`src/rtl/axis_traffic_gen.sv`:
```
// axis_traffic_gen: AXI-Stream packet generator for a mesh endpoint.
// Sends num_pkts packets of pkt_len beats. The destination is fixed,
// round-robin or LFSR-chosen. An optional receive checker validates traffic
// addressed to this endpoint; it is compiled in when AXIS_TGEN_CHECKER_EN is
// defined.
// Handshake rule (both streams): a beat transfers on a rising clk_usr edge where
// tvalid and tready are both high. While tvalid is high and tready is low, the
// source holds tdata, tlast and tdest unchanged.
module axis_traffic_gen #(
    parameter int TDATA_WIDTH = 32,
    parameter int TDEST_WIDTH = 4,
    parameter int NUM_DESTS   = 4,
    parameter int SRC_ID      = 0,
    parameter int CNT_WIDTH   = 16
) (
    input  logic                   clk_usr,
    input  logic                   rst_n,
    input  logic                   start,
    input  logic                   abort,
    input  logic [1:0]             mode,
    input  logic [TDEST_WIDTH-1:0] fixed_dest,
    input  logic [7:0]             pkt_len,
    input  logic [CNT_WIDTH-1:0]   num_pkts,
    output logic                   tx_tvalid,
    input  logic                   tx_tready,
    output logic [TDATA_WIDTH-1:0] tx_tdata,
    output logic                   tx_tlast,
    output logic [TDEST_WIDTH-1:0] tx_tdest,
    input  logic                   rx_tvalid,
    output logic                   rx_tready,
    input  logic [TDATA_WIDTH-1:0] rx_tdata,
    input  logic                   rx_tlast,
    input  logic [TDEST_WIDTH-1:0] rx_tdest,
    output logic                   busy,
    output logic                   done,
    output logic [CNT_WIDTH-1:0]   tx_pkt_count,
    output logic [CNT_WIDTH-1:0]   rx_pkt_count,
    output logic [CNT_WIDTH-1:0]   rx_err_count,
    output logic [1:0]             state_dbg
);

    typedef enum logic [1:0] {
        ST_IDLE = 2'd0,
        ST_SEND = 2'd1,
        ST_DONE = 2'd2
    } state_t;

    localparam logic [15:0]            LFSR_SEED = 16'hACE1;
    localparam logic [TDEST_WIDTH-1:0] DEST_MASK = TDEST_WIDTH'(NUM_DESTS - 1);
    localparam logic [TDEST_WIDTH-1:0] SRC_DEST  = TDEST_WIDTH'(SRC_ID);

    state_t                 state_q;
    logic [1:0]             mode_q;
    logic [TDEST_WIDTH-1:0] fixed_dest_q;
    logic [7:0]             last_idx_q;    // latched pkt_len-1 (pkt_len 0 acts as 1)
    logic [CNT_WIDTH-1:0]   num_pkts_q;
    logic [CNT_WIDTH-1:0]   pkt_seq_q;     // index of the packet currently on the wire
    logic [7:0]             beat_idx_q;
    logic [15:0]            lfsr_q;
    logic [TDEST_WIDTH-1:0] rr_q;
    logic                   abort_pend_q;

    // Beat payload: source id in the top byte, sequence and beat index below.
    function automatic logic [TDATA_WIDTH-1:0] beat_word(input logic [7:0] seq,
                                                         input logic [7:0] idx);
        logic [TDATA_WIDTH-1:0] w;
        w = '0;
        w[TDATA_WIDTH-1 -: 8] = 8'(SRC_ID);
        w[15:8] = seq;
        w[7:0]  = idx;
        return w;
    endfunction

    // x^16+x^14+x^13+x^11+1, shifting towards the MSB.
    function automatic logic [15:0] lfsr_next(input logic [15:0] v);
        return {v[14:0], v[15] ^ v[13] ^ v[12] ^ v[10]};
    endfunction

    function automatic logic [TDEST_WIDTH-1:0] pick_dest(input logic [1:0]             m,
                                                         input logic [TDEST_WIDTH-1:0] fd,
                                                         input logic [TDEST_WIDTH-1:0] rr,
                                                         input logic [15:0]            lf);
        logic [TDEST_WIDTH-1:0] d;
        case (m)
            2'd1:    d = rr;
            2'd2:    d = TDEST_WIDTH'(lf) & DEST_MASK;
            default: d = fd;
        endcase
        return d;
    endfunction

    logic                   start_take;
    logic                   tx_fire;
    logic [1:0]             mode_in;
    logic [15:0]            lfsr_adv;
    logic [TDEST_WIDTH-1:0] rr_adv;
    logic [CNT_WIDTH-1:0]   seq_adv;
    logic                   final_pkt;
    logic [7:0]             beat_adv;

    assign start_take = start && (state_q != ST_SEND);
    assign tx_fire    = tx_tvalid && tx_tready;
    assign mode_in    = (mode == 2'd3) ? 2'd0 : mode;
    assign lfsr_adv   = lfsr_next(lfsr_q);
    assign rr_adv     = (rr_q == DEST_MASK) ? '0 : rr_q + 1'b1;
    assign seq_adv    = pkt_seq_q + 1'b1;
    // Abort seen anywhere in this packet, including its tlast cycle, ends the run.
    assign final_pkt  = abort_pend_q || abort || (pkt_seq_q == num_pkts_q - 1'b1);
    assign beat_adv   = beat_idx_q + 8'd1;
    assign state_dbg  = state_q;

    // Run control FSM; also owns the registered tx stream and tx packet counter.
    always_ff @(posedge clk_usr) begin
        if (!rst_n) begin
            state_q      <= ST_IDLE;
            mode_q       <= 2'd0;
            fixed_dest_q <= '0;
            last_idx_q   <= 8'd0;
            num_pkts_q   <= '0;
            pkt_seq_q    <= '0;
            beat_idx_q   <= 8'd0;
            lfsr_q       <= LFSR_SEED;
            rr_q         <= '0;
            abort_pend_q <= 1'b0;
            tx_tvalid    <= 1'b0;
            tx_tdata     <= '0;
            tx_tlast     <= 1'b0;
            tx_tdest     <= '0;
            busy         <= 1'b0;
            done         <= 1'b0;
            tx_pkt_count <= '0;
        end else begin
            case (state_q)
                ST_IDLE, ST_DONE: begin
                    if (start) begin
                        mode_q       <= mode_in;
                        fixed_dest_q <= fixed_dest;
                        last_idx_q   <= (pkt_len == 8'd0) ? 8'd0 : pkt_len - 8'd1;
                        num_pkts_q   <= num_pkts;
                        pkt_seq_q    <= '0;
                        beat_idx_q   <= 8'd0;
                        lfsr_q       <= LFSR_SEED;
                        rr_q         <= '0;
                        abort_pend_q <= 1'b0;
                        tx_pkt_count <= '0;
                        if (num_pkts == '0) begin
                            state_q   <= ST_DONE;
                            busy      <= 1'b0;
                            done      <= 1'b1;
                            tx_tvalid <= 1'b0;
                        end else begin
                            state_q   <= ST_SEND;
                            busy      <= 1'b1;
                            done      <= 1'b0;
                            tx_tvalid <= 1'b1;
                            tx_tdata  <= beat_word(8'd0, 8'd0);
                            tx_tlast  <= (pkt_len <= 8'd1);
                            tx_tdest  <= pick_dest(mode_in, fixed_dest, '0, LFSR_SEED);
                        end
                    end
                end
                ST_SEND: begin
                    if (abort) begin
                        abort_pend_q <= 1'b1;
                    end
                    if (tx_fire) begin
                        if (tx_tlast) begin
                            if (tx_pkt_count != '1) begin
                                tx_pkt_count <= tx_pkt_count + 1'b1;
                            end
                            lfsr_q       <= lfsr_adv;
                            rr_q         <= rr_adv;
                            pkt_seq_q    <= seq_adv;
                            beat_idx_q   <= 8'd0;
                            abort_pend_q <= 1'b0;
                            if (final_pkt) begin
                                state_q   <= ST_DONE;
                                busy      <= 1'b0;
                                done      <= 1'b1;
                                tx_tvalid <= 1'b0;
                                tx_tdata  <= '0;
                                tx_tlast  <= 1'b0;
                                tx_tdest  <= '0;
                            end else begin
                                tx_tdata <= beat_word(8'(seq_adv), 8'd0);
                                tx_tlast <= (last_idx_q == 8'd0);
                                tx_tdest <= pick_dest(mode_q, fixed_dest_q, rr_adv, lfsr_adv);
                            end
                        end else begin
                            beat_idx_q <= beat_adv;
                            tx_tdata   <= beat_word(8'(pkt_seq_q), beat_adv);
                            tx_tlast   <= (beat_adv == last_idx_q);
                        end
                    end
                end
                default: begin
                    state_q   <= ST_IDLE;
                    busy      <= 1'b0;
                    done      <= 1'b0;
                    tx_tvalid <= 1'b0;
                end
            endcase
        end
    end

    // Receive side is always ready once out of reset.
    always_ff @(posedge clk_usr) begin
        if (!rst_n) begin
            rx_tready <= 1'b0;
        end else begin
            rx_tready <= 1'b1;
        end
    end

`ifdef AXIS_TGEN_CHECKER_EN
    logic [7:0] rx_idx_q;
    logic       rx_fire;
    logic       rx_bad;
    logic       unused_rx_hi;

    assign rx_fire      = rx_tvalid && rx_tready;
    assign rx_bad       = (rx_tdest != SRC_DEST) ||
                          (rx_tdata[7:0] != rx_idx_q) ||
                          (rx_tlast != (rx_idx_q == last_idx_q));
    assign unused_rx_hi = ^rx_tdata[TDATA_WIDTH-1:8];

    // Receive checker: beat index tracking plus saturating packet/error counts.
    // A start clears the counts and takes priority over a beat in that cycle.
    always_ff @(posedge clk_usr) begin
        if (!rst_n) begin
            rx_idx_q     <= 8'd0;
            rx_pkt_count <= '0;
            rx_err_count <= '0;
        end else begin
            if (rx_fire) begin
                rx_idx_q <= rx_tlast ? 8'd0 : rx_idx_q + 8'd1;
            end
            if (start_take) begin
                rx_pkt_count <= '0;
                rx_err_count <= '0;
            end else if (rx_fire) begin
                if (rx_tlast && (rx_pkt_count != '1)) begin
                    rx_pkt_count <= rx_pkt_count + 1'b1;
                end
                if (rx_bad && (rx_err_count != '1)) begin
                    rx_err_count <= rx_err_count + 1'b1;
                end
            end
        end
    end
`else
    logic unused_rx;

    assign unused_rx    = ^{rx_tvalid, rx_tdata, rx_tlast, rx_tdest, start_take};
    assign rx_pkt_count = '0;
    assign rx_err_count = '0;
`endif

endmodule

```
`config.mk`:
```
export PLATFORM = sky130hd
export DESIGN_NAME = axis_traffic_gen
export DESIGN_NICKNAME = d
export VERILOG_FILES = /design/src/rtl/axis_traffic_gen.sv
export SDC_FILE = /design/constraint.sdc
export NUM_CORES = 1
export LEC_CHECK = 0
export ABC_AREA = 1
export CAP_MARGIN = 10
export CORE_MARGIN = 5
export CORE_UTILIZATION = 45
export DETAILED_ROUTE_END_ITERATION = 8
export GPL_ROUTABILITY_DRIVEN = 0
export PLACE_DENSITY = 0.8
export SLEW_MARGIN = 25
export SYNTH_ARGS = -nofsm -noshare
export SYNTH_HDL_FRONTEND = slang
export SYNTH_SLANG_ARGS = --single-unit
```
`constraint.sdc`:
```
create_clock -name clk_usr -period 2.22 [get_ports clk_usr]
set_clock_uncertainty 0.05 [all_clocks]
set_input_delay 0.444 -clock clk_usr [delete_from_list [all_inputs] [get_ports clk_usr]]
set_output_delay 0.444 -clock clk_usr [all_outputs]
set_load 0.1 [all_outputs]
```
; Word level (Yosys, flattened, before mapping)
; Index checks and enable logic that the tools add are counted.
; Widths: inputs -> output; s select.
[totals]
regBits = 133
inputBits = 73
output_inout_bits = 91
wordCells = 128
[op_classes]
add_sub_neg = 6
magnitude_cmp = 1
n_eq_ne = 17
muxes = 67
bitwise_logic = 3
reduce_logical = 17
[ops]
columns = cell, count
row1 = $mux 16, 10
row2 = $mux 32, 4
row3 = $pmux 16 s2, 3
row4 = $pmux 32 s2, 1
row5 = $mux 4, 9
row6 = $add 16x1->16 const B, 2
row7 = $mux 8, 4
row8 = $pmux 4 s2, 4
row9 = $mux 1, 20
row10 = $eq 16x16->1, 1
row11 = $logic_not 16->1, 1
row12 = $logic_not 8->1, 2
row13 = $ne 16x16->1 const B, 1
row14 = $pmux 8 s2, 1
row15 = $sub 16x1->16 const B, 1
row16 = $mux 2, 6
row17 = $ne 2x2->1 const B, 6
row18 = $reduce_and 4->1, 3
row19 = $reduce_and 5->1, 2
row20 = $add 8x1->8 const B, 1
row21 = $eq 2x2->1 const B, 4
row22 = $eq 8x8->1, 1
row23 = $le 8x1->1 const B, 1
row24 = $pmux 1 s2, 4
row25 = 13 further kinds, 19

; Depth between registers and ports, before layout
[depth]
word_depth = 8
ltp_mapped = 18
ltp_nobuf = 18

; Worst setup path after synthesis
; No wires, ideal clock.
[synth_timing]
path_kind = reg2reg
startpoint = register state_q[0], in the netlist state_dbg[0]
endpoint = register tx_pkt_count[15]
setup_ns = 0.079
t_arrival_ns = 2.460
required_ns = 2.091
setup_slack_ns = -0.369
stages_incl_launch_ff = 15
path_buffers = 0
period_less_slack_ns = 2.589
path_cell_list = dfxtp_1 inv_2 nor2_4 inv_2 nand2_2 nand2_4 nor2_8 nand2_4 nor2_4 nand2_2 nor2_4 nand2_2 nor2_1 nand2_1 a22oi_1
[synth_between]
elab_chain_cells = 4
word_cells_on_any_way = 11
classes_between = eq/ne (6) / mux (1) / reduce/logical (4)
[synth_rtl]
columns = item, line_no
row1 = from (decl), 52  ; state_t state_q;
row2 = from (signal assigned), 115  ; state_q <= ST_IDLE;
row3 = from (signal assigned), 147  ; state_q <= ST_DONE;
row4 = from (signal assigned), 152  ; state_q <= ST_SEND;
row5 = $eq 2x2->1 or $logic_not 2->1 (tied branches), 133  ; case (state_q)
row6 = $reduce_or 2->1, 133
row7 = $ne 2x2->1 (no source line) or $reduce_bool 2->1 (tied branches), n/a
row8 = $reduce_and 5->1 (no source line), n/a
row9 = to (signal assigned), 169  ; tx_pkt_count <= tx_pkt_count + 1'b1;
row10 = to (decl), 36  ; output logic [CNT_WIDTH-1:0] tx_pkt_count,
; Parallel ways exist; a longest one is shown, timed or not.
; A chain may end at the register's enable or synchronous reset.

; Final worst setup path
[layout_timing]
startpoint = register num_pkts_q[1]
endpoint = register tx_tdata[8]
[layout_between]
elab_chain_cells = 7
[layout_rtl]
columns = item, line_no
row1 = from (decl), 56  ; logic [CNT_WIDTH-1:0] num_pkts_q;
row2 = from (signal assigned), 139  ; num_pkts_q <= num_pkts;
row3 = $sub 16x1->16, 108  ; assign final_pkt = abort_pend_q || abort || (pkt_seq_q == num_pkts_q - 1'b1);
row4 = $eq 16x16->1, 108
row5 = $logic_or 1x1->1, 108
row6 = $mux 16, 176  ; if (final_pkt) begin
row7 = $mux 32, 167  ; if (tx_tlast) begin
row8 = $mux 32, 166  ; if (tx_fire) begin
row9 = $pmux 32 s2, 133
row10 = to (signal assigned), 156  ; tx_tdata <= beat_word(8'd0, 8'd0);
row11 = to (signal assigned), 185  ; tx_tdata <= beat_word(8'(seq_adv), 8'd0);
row12 = to (signal assigned), 191  ; tx_tdata <= beat_word(8'(pkt_seq_q), beat_adv);
row13 = to (decl), 26  ; output logic [TDATA_WIDTH-1:0] tx_tdata,
; Every way passes these cells. The select of a mux whose other input is x is not followed.

==> results.yml <==
status:
  status: "finished, violations left"
  violations: "design-rule violations"
setup_path:
  startpoint_type: "flop"
  rr_startpoint: "num_pkts_q[1]$_SDFFE_PN0P_"
  required_ns: 2.47
  cp-end-kind: "flop"
  cp.arrival_ns: 2.29
  worstSetupStartpoint: "num_pkts_q[1]$_SDFFE_PN0P_"
  critPathMaxFanout: 8
  path_class: "flop to flop"
grt:
  overflow: 0
  grt_pass1_vias: 5658
  grt_pass1_wl_um: 26000
  use_met1: 0.239
  antenna_found_initial: 0
  grt_max_degree: 58
  busiest_layer: "met2"
  grt.total_usage: 0.193
  grtUsageMet3: 0.0400
  use_met2: 0.320
finish:
  nFillCells: 1259
  layout.nets: 1084
  diodes: 0
  layout-drive-gt1-share: 0.166
  finalCoreUtilization: 0.571
  design_area_um2: 7870
  area_growth_pct: 25.7
placed_design:
  dpl-instance-area_um2: 7200
  hpwl_um: 11400
  post-place-ws_ns: -0.319
  portBuffers: 77
worst_hold_path:
  min_from: "lfsr_q[11]$_SDFFE_PN1P_"
  hp-class: "flop to flop"
yosys:
  synthMuxAreaShare: 0
  syn_avg_cell_area_um2: 7.04
  synth_commonest_cells: "160 x nand2_1, 115 x dfxtp_1, 115 x inv_1"
  ys_ff_latch: 115
  yosysMostFrequentCell: "nand2_1"
  synthArstFlopShare: 0
  ys_warn_count: 0
  synth_top_family_by_area: "simple AND/OR/NAND/NOR gates"
  yosys.area_share.adder: 0.0240
  synth-main-ff-cell: "dfxtp_1"
  synth_top_cell_area_share: 0.368
  seq_area_frac_synth: 0.368
  yosys.area_share.simple: 0.237
  syn-cell-area_um2: 6260
  synth_edf_count: 0
  synth_top_area_cell: "dfxtp_1"
  synth_cell_types: 44
  synth-xor-area-share: 0.0434
  synth.area.top_cells: "dfxtp_1 37%, nand2_1 9.6%, inv_1 6.9%, a21oi_1 6.6%, buf_4 6.1%"
  synthCells: 889
  synth_compound_area_frac: 0.177
clock_network:
  htree_num_levels: 4
  post_cts_resize_count: 0
  clk_pin_slew_worst_paths_ns: 0.05
  cts_tree: "yes"
  clk_latency_ns: 0.41
  cts-root-buf: "clkbuf_16"
  cts_setup_buffers: 0
  cts_hold_buf: 0
  cts_buffers: 17
  cts.sinks: 115
  cts_buffer_depth: 2
floorplan:
  initial_utilization: 0.455
  num_rows: 43
  core_area_um2: 13800
  io_pins: 164
  dieHeight_um: 128
  die_w_um: 128
  dieArea_um2: 16400
power_and_ir_drop:
  peakVddDrop_mv: 0.681
  power.density_nw_per_um2: 993
  p_leak_uw: 0.00343
timing:
  period_minus_slack_ns: 2.03
  fmax_mhz: 492
  hold_ws_ns: 0.403
  final-hold-violation-count: 0
  setup_tns_ns: 0
  fin_crit_sh: 0.916
  setup_violations: 0
  drv_slew: 0
  fin_ws_ns: 0.186
detailed_routing:
  drtAntennaViolNets: 0
  via_per_inst: 5.00
  drt_iter0_drc: 413
  totalWireLength_um: 15800
  vias: 5958
  dr.pass1.iters: 9
  drc: 1
  avgRoutedWirePerCell_um: 13.3
flow_run:
  drv_cap: 0
state kept, by name (all words and copies together) (netlist names):
register	count
state_dbg	1
num_pkts_q	16
done	1
tx_pkt_count	16
last_idx_q	8
fixed_dest_q	4
rr_q	4
beat_idx_q	8
tx_tdest	4
lfsr_q	16
tx_tdata	16
tx_tlast	1
rx_tready	1
pkt_seq_q	16
abort_pend_q	1
mode_q	2
power breakdown:
group / switching (uW) / internal (uW) / total, uW
Clock: 984 / 1820 / 2810
Sequential: 152 / 2250 / 2410
Combinational: 1930 / 674 / 2600
metal layers:
layer	routed length, um	part of all wire
met5	0	0
met4	451	0.029
met3	921	0.058
met2	7400	0.47
met1	7030	0.44
critical path, stage by stage (launching register included):
cell and delay, ns:
dfxtp_1 0.31, inv_1 0.13, ha_4 0.18, nand3_4 0.10
nor2_2 0.13, buf_4 0.14, nand2_1 0.05, nand2_1 0.06
nand2_1 0.05, nor2_1 0.10, nand2_1 0.07, nor2_1 0.10
nand2_1 0.09, nand2_1 0.06, inv_1 0.12, nand3_1 0.11
a21oi_1 0.06
cells in the final DEF, fill, tap and decap left out, drive strengths merged, types with 2 or more instances in the layout:
master         count
nor3              10
nand2            165
clkbuf            20
nor4               4
clkinvlp           5
a31oi              8
xor2              17
o22ai              7
dfxtp            115
a32oi              6
a22oi              2
buf               83
conb              48
o32ai              8
clkdlybuf4s50     34
bufinv             3
a21oi             82
nand4             12
nor2              96
nand3             38
o21ai             72
ha                12
nand3b             3
o21bai             2
nor3b              2
or2                3
a32o               2
inv              125
o21a               2
xnor2             14
clkinv             4
a211oi             3
worst paths after layout:
| path | endpoint | slack (ns) | depth (start not counted) |
|---|---|---|---|
| worst max-delay path | tx_tdata[8]$_SDFFE_PN0P_ | 0.19 | 16 |
| worst min-delay path | lfsr_q[11]$_SDFFE_PN1P_ | 0.40 | 2 |
| worst max register to register | tx_tdata[8]$_SDFFE_PN0P_ | 0.19 | 16 |
| worst min register to register | lfsr_q[11]$_SDFFE_PN1P_ | 0.40 | 2 |
layout make-up:
| type | instances | area, um^2 | area share |
|---|---|---|---|
| Clock buffer | 20 | 457 | 0.0580 |
| Timing Repair Buffer | 117 | 988 | 0.126 |
| Inverter | 125 | 469 | 0.0596 |
| Sequential cell | 115 | 2320 | 0.295 |
| Tap cell | 180 | 225 | 0.0286 |
| Clock inverter | 12 | 155 | 0.0197 |
| Multi-Input combinational cell | 623 | 3250 | 0.413 |
metrics by stage:
step | std cells | power (uW)
3_5_place_dp | 1160 | 4980
4_1_cts | 1192 | 7810
3_3_place_gp | 1160 | 4960
6_report | 1192 | 7810
2_1_floorplan | 936 | 4440
5_1_grt | 1192 | 8160
logic make-up (layout without fill, tap and decap cells):
| family | after synthesis | after routing |
|---|---|---|
| buffers and inverters | 198 | 274 |
| XOR/XNOR | 31 | 31 |
| other | 1 | 48 |
| flip-flops | 115 | 115 |
| AO/OA/AOI/OAI | 198 | 198 |
| AND/OR/NAND/NOR | 334 | 334 |
| adder cells (fa/ha/maj) | 12 | 12 |
(Power assumes the default switching activity.)
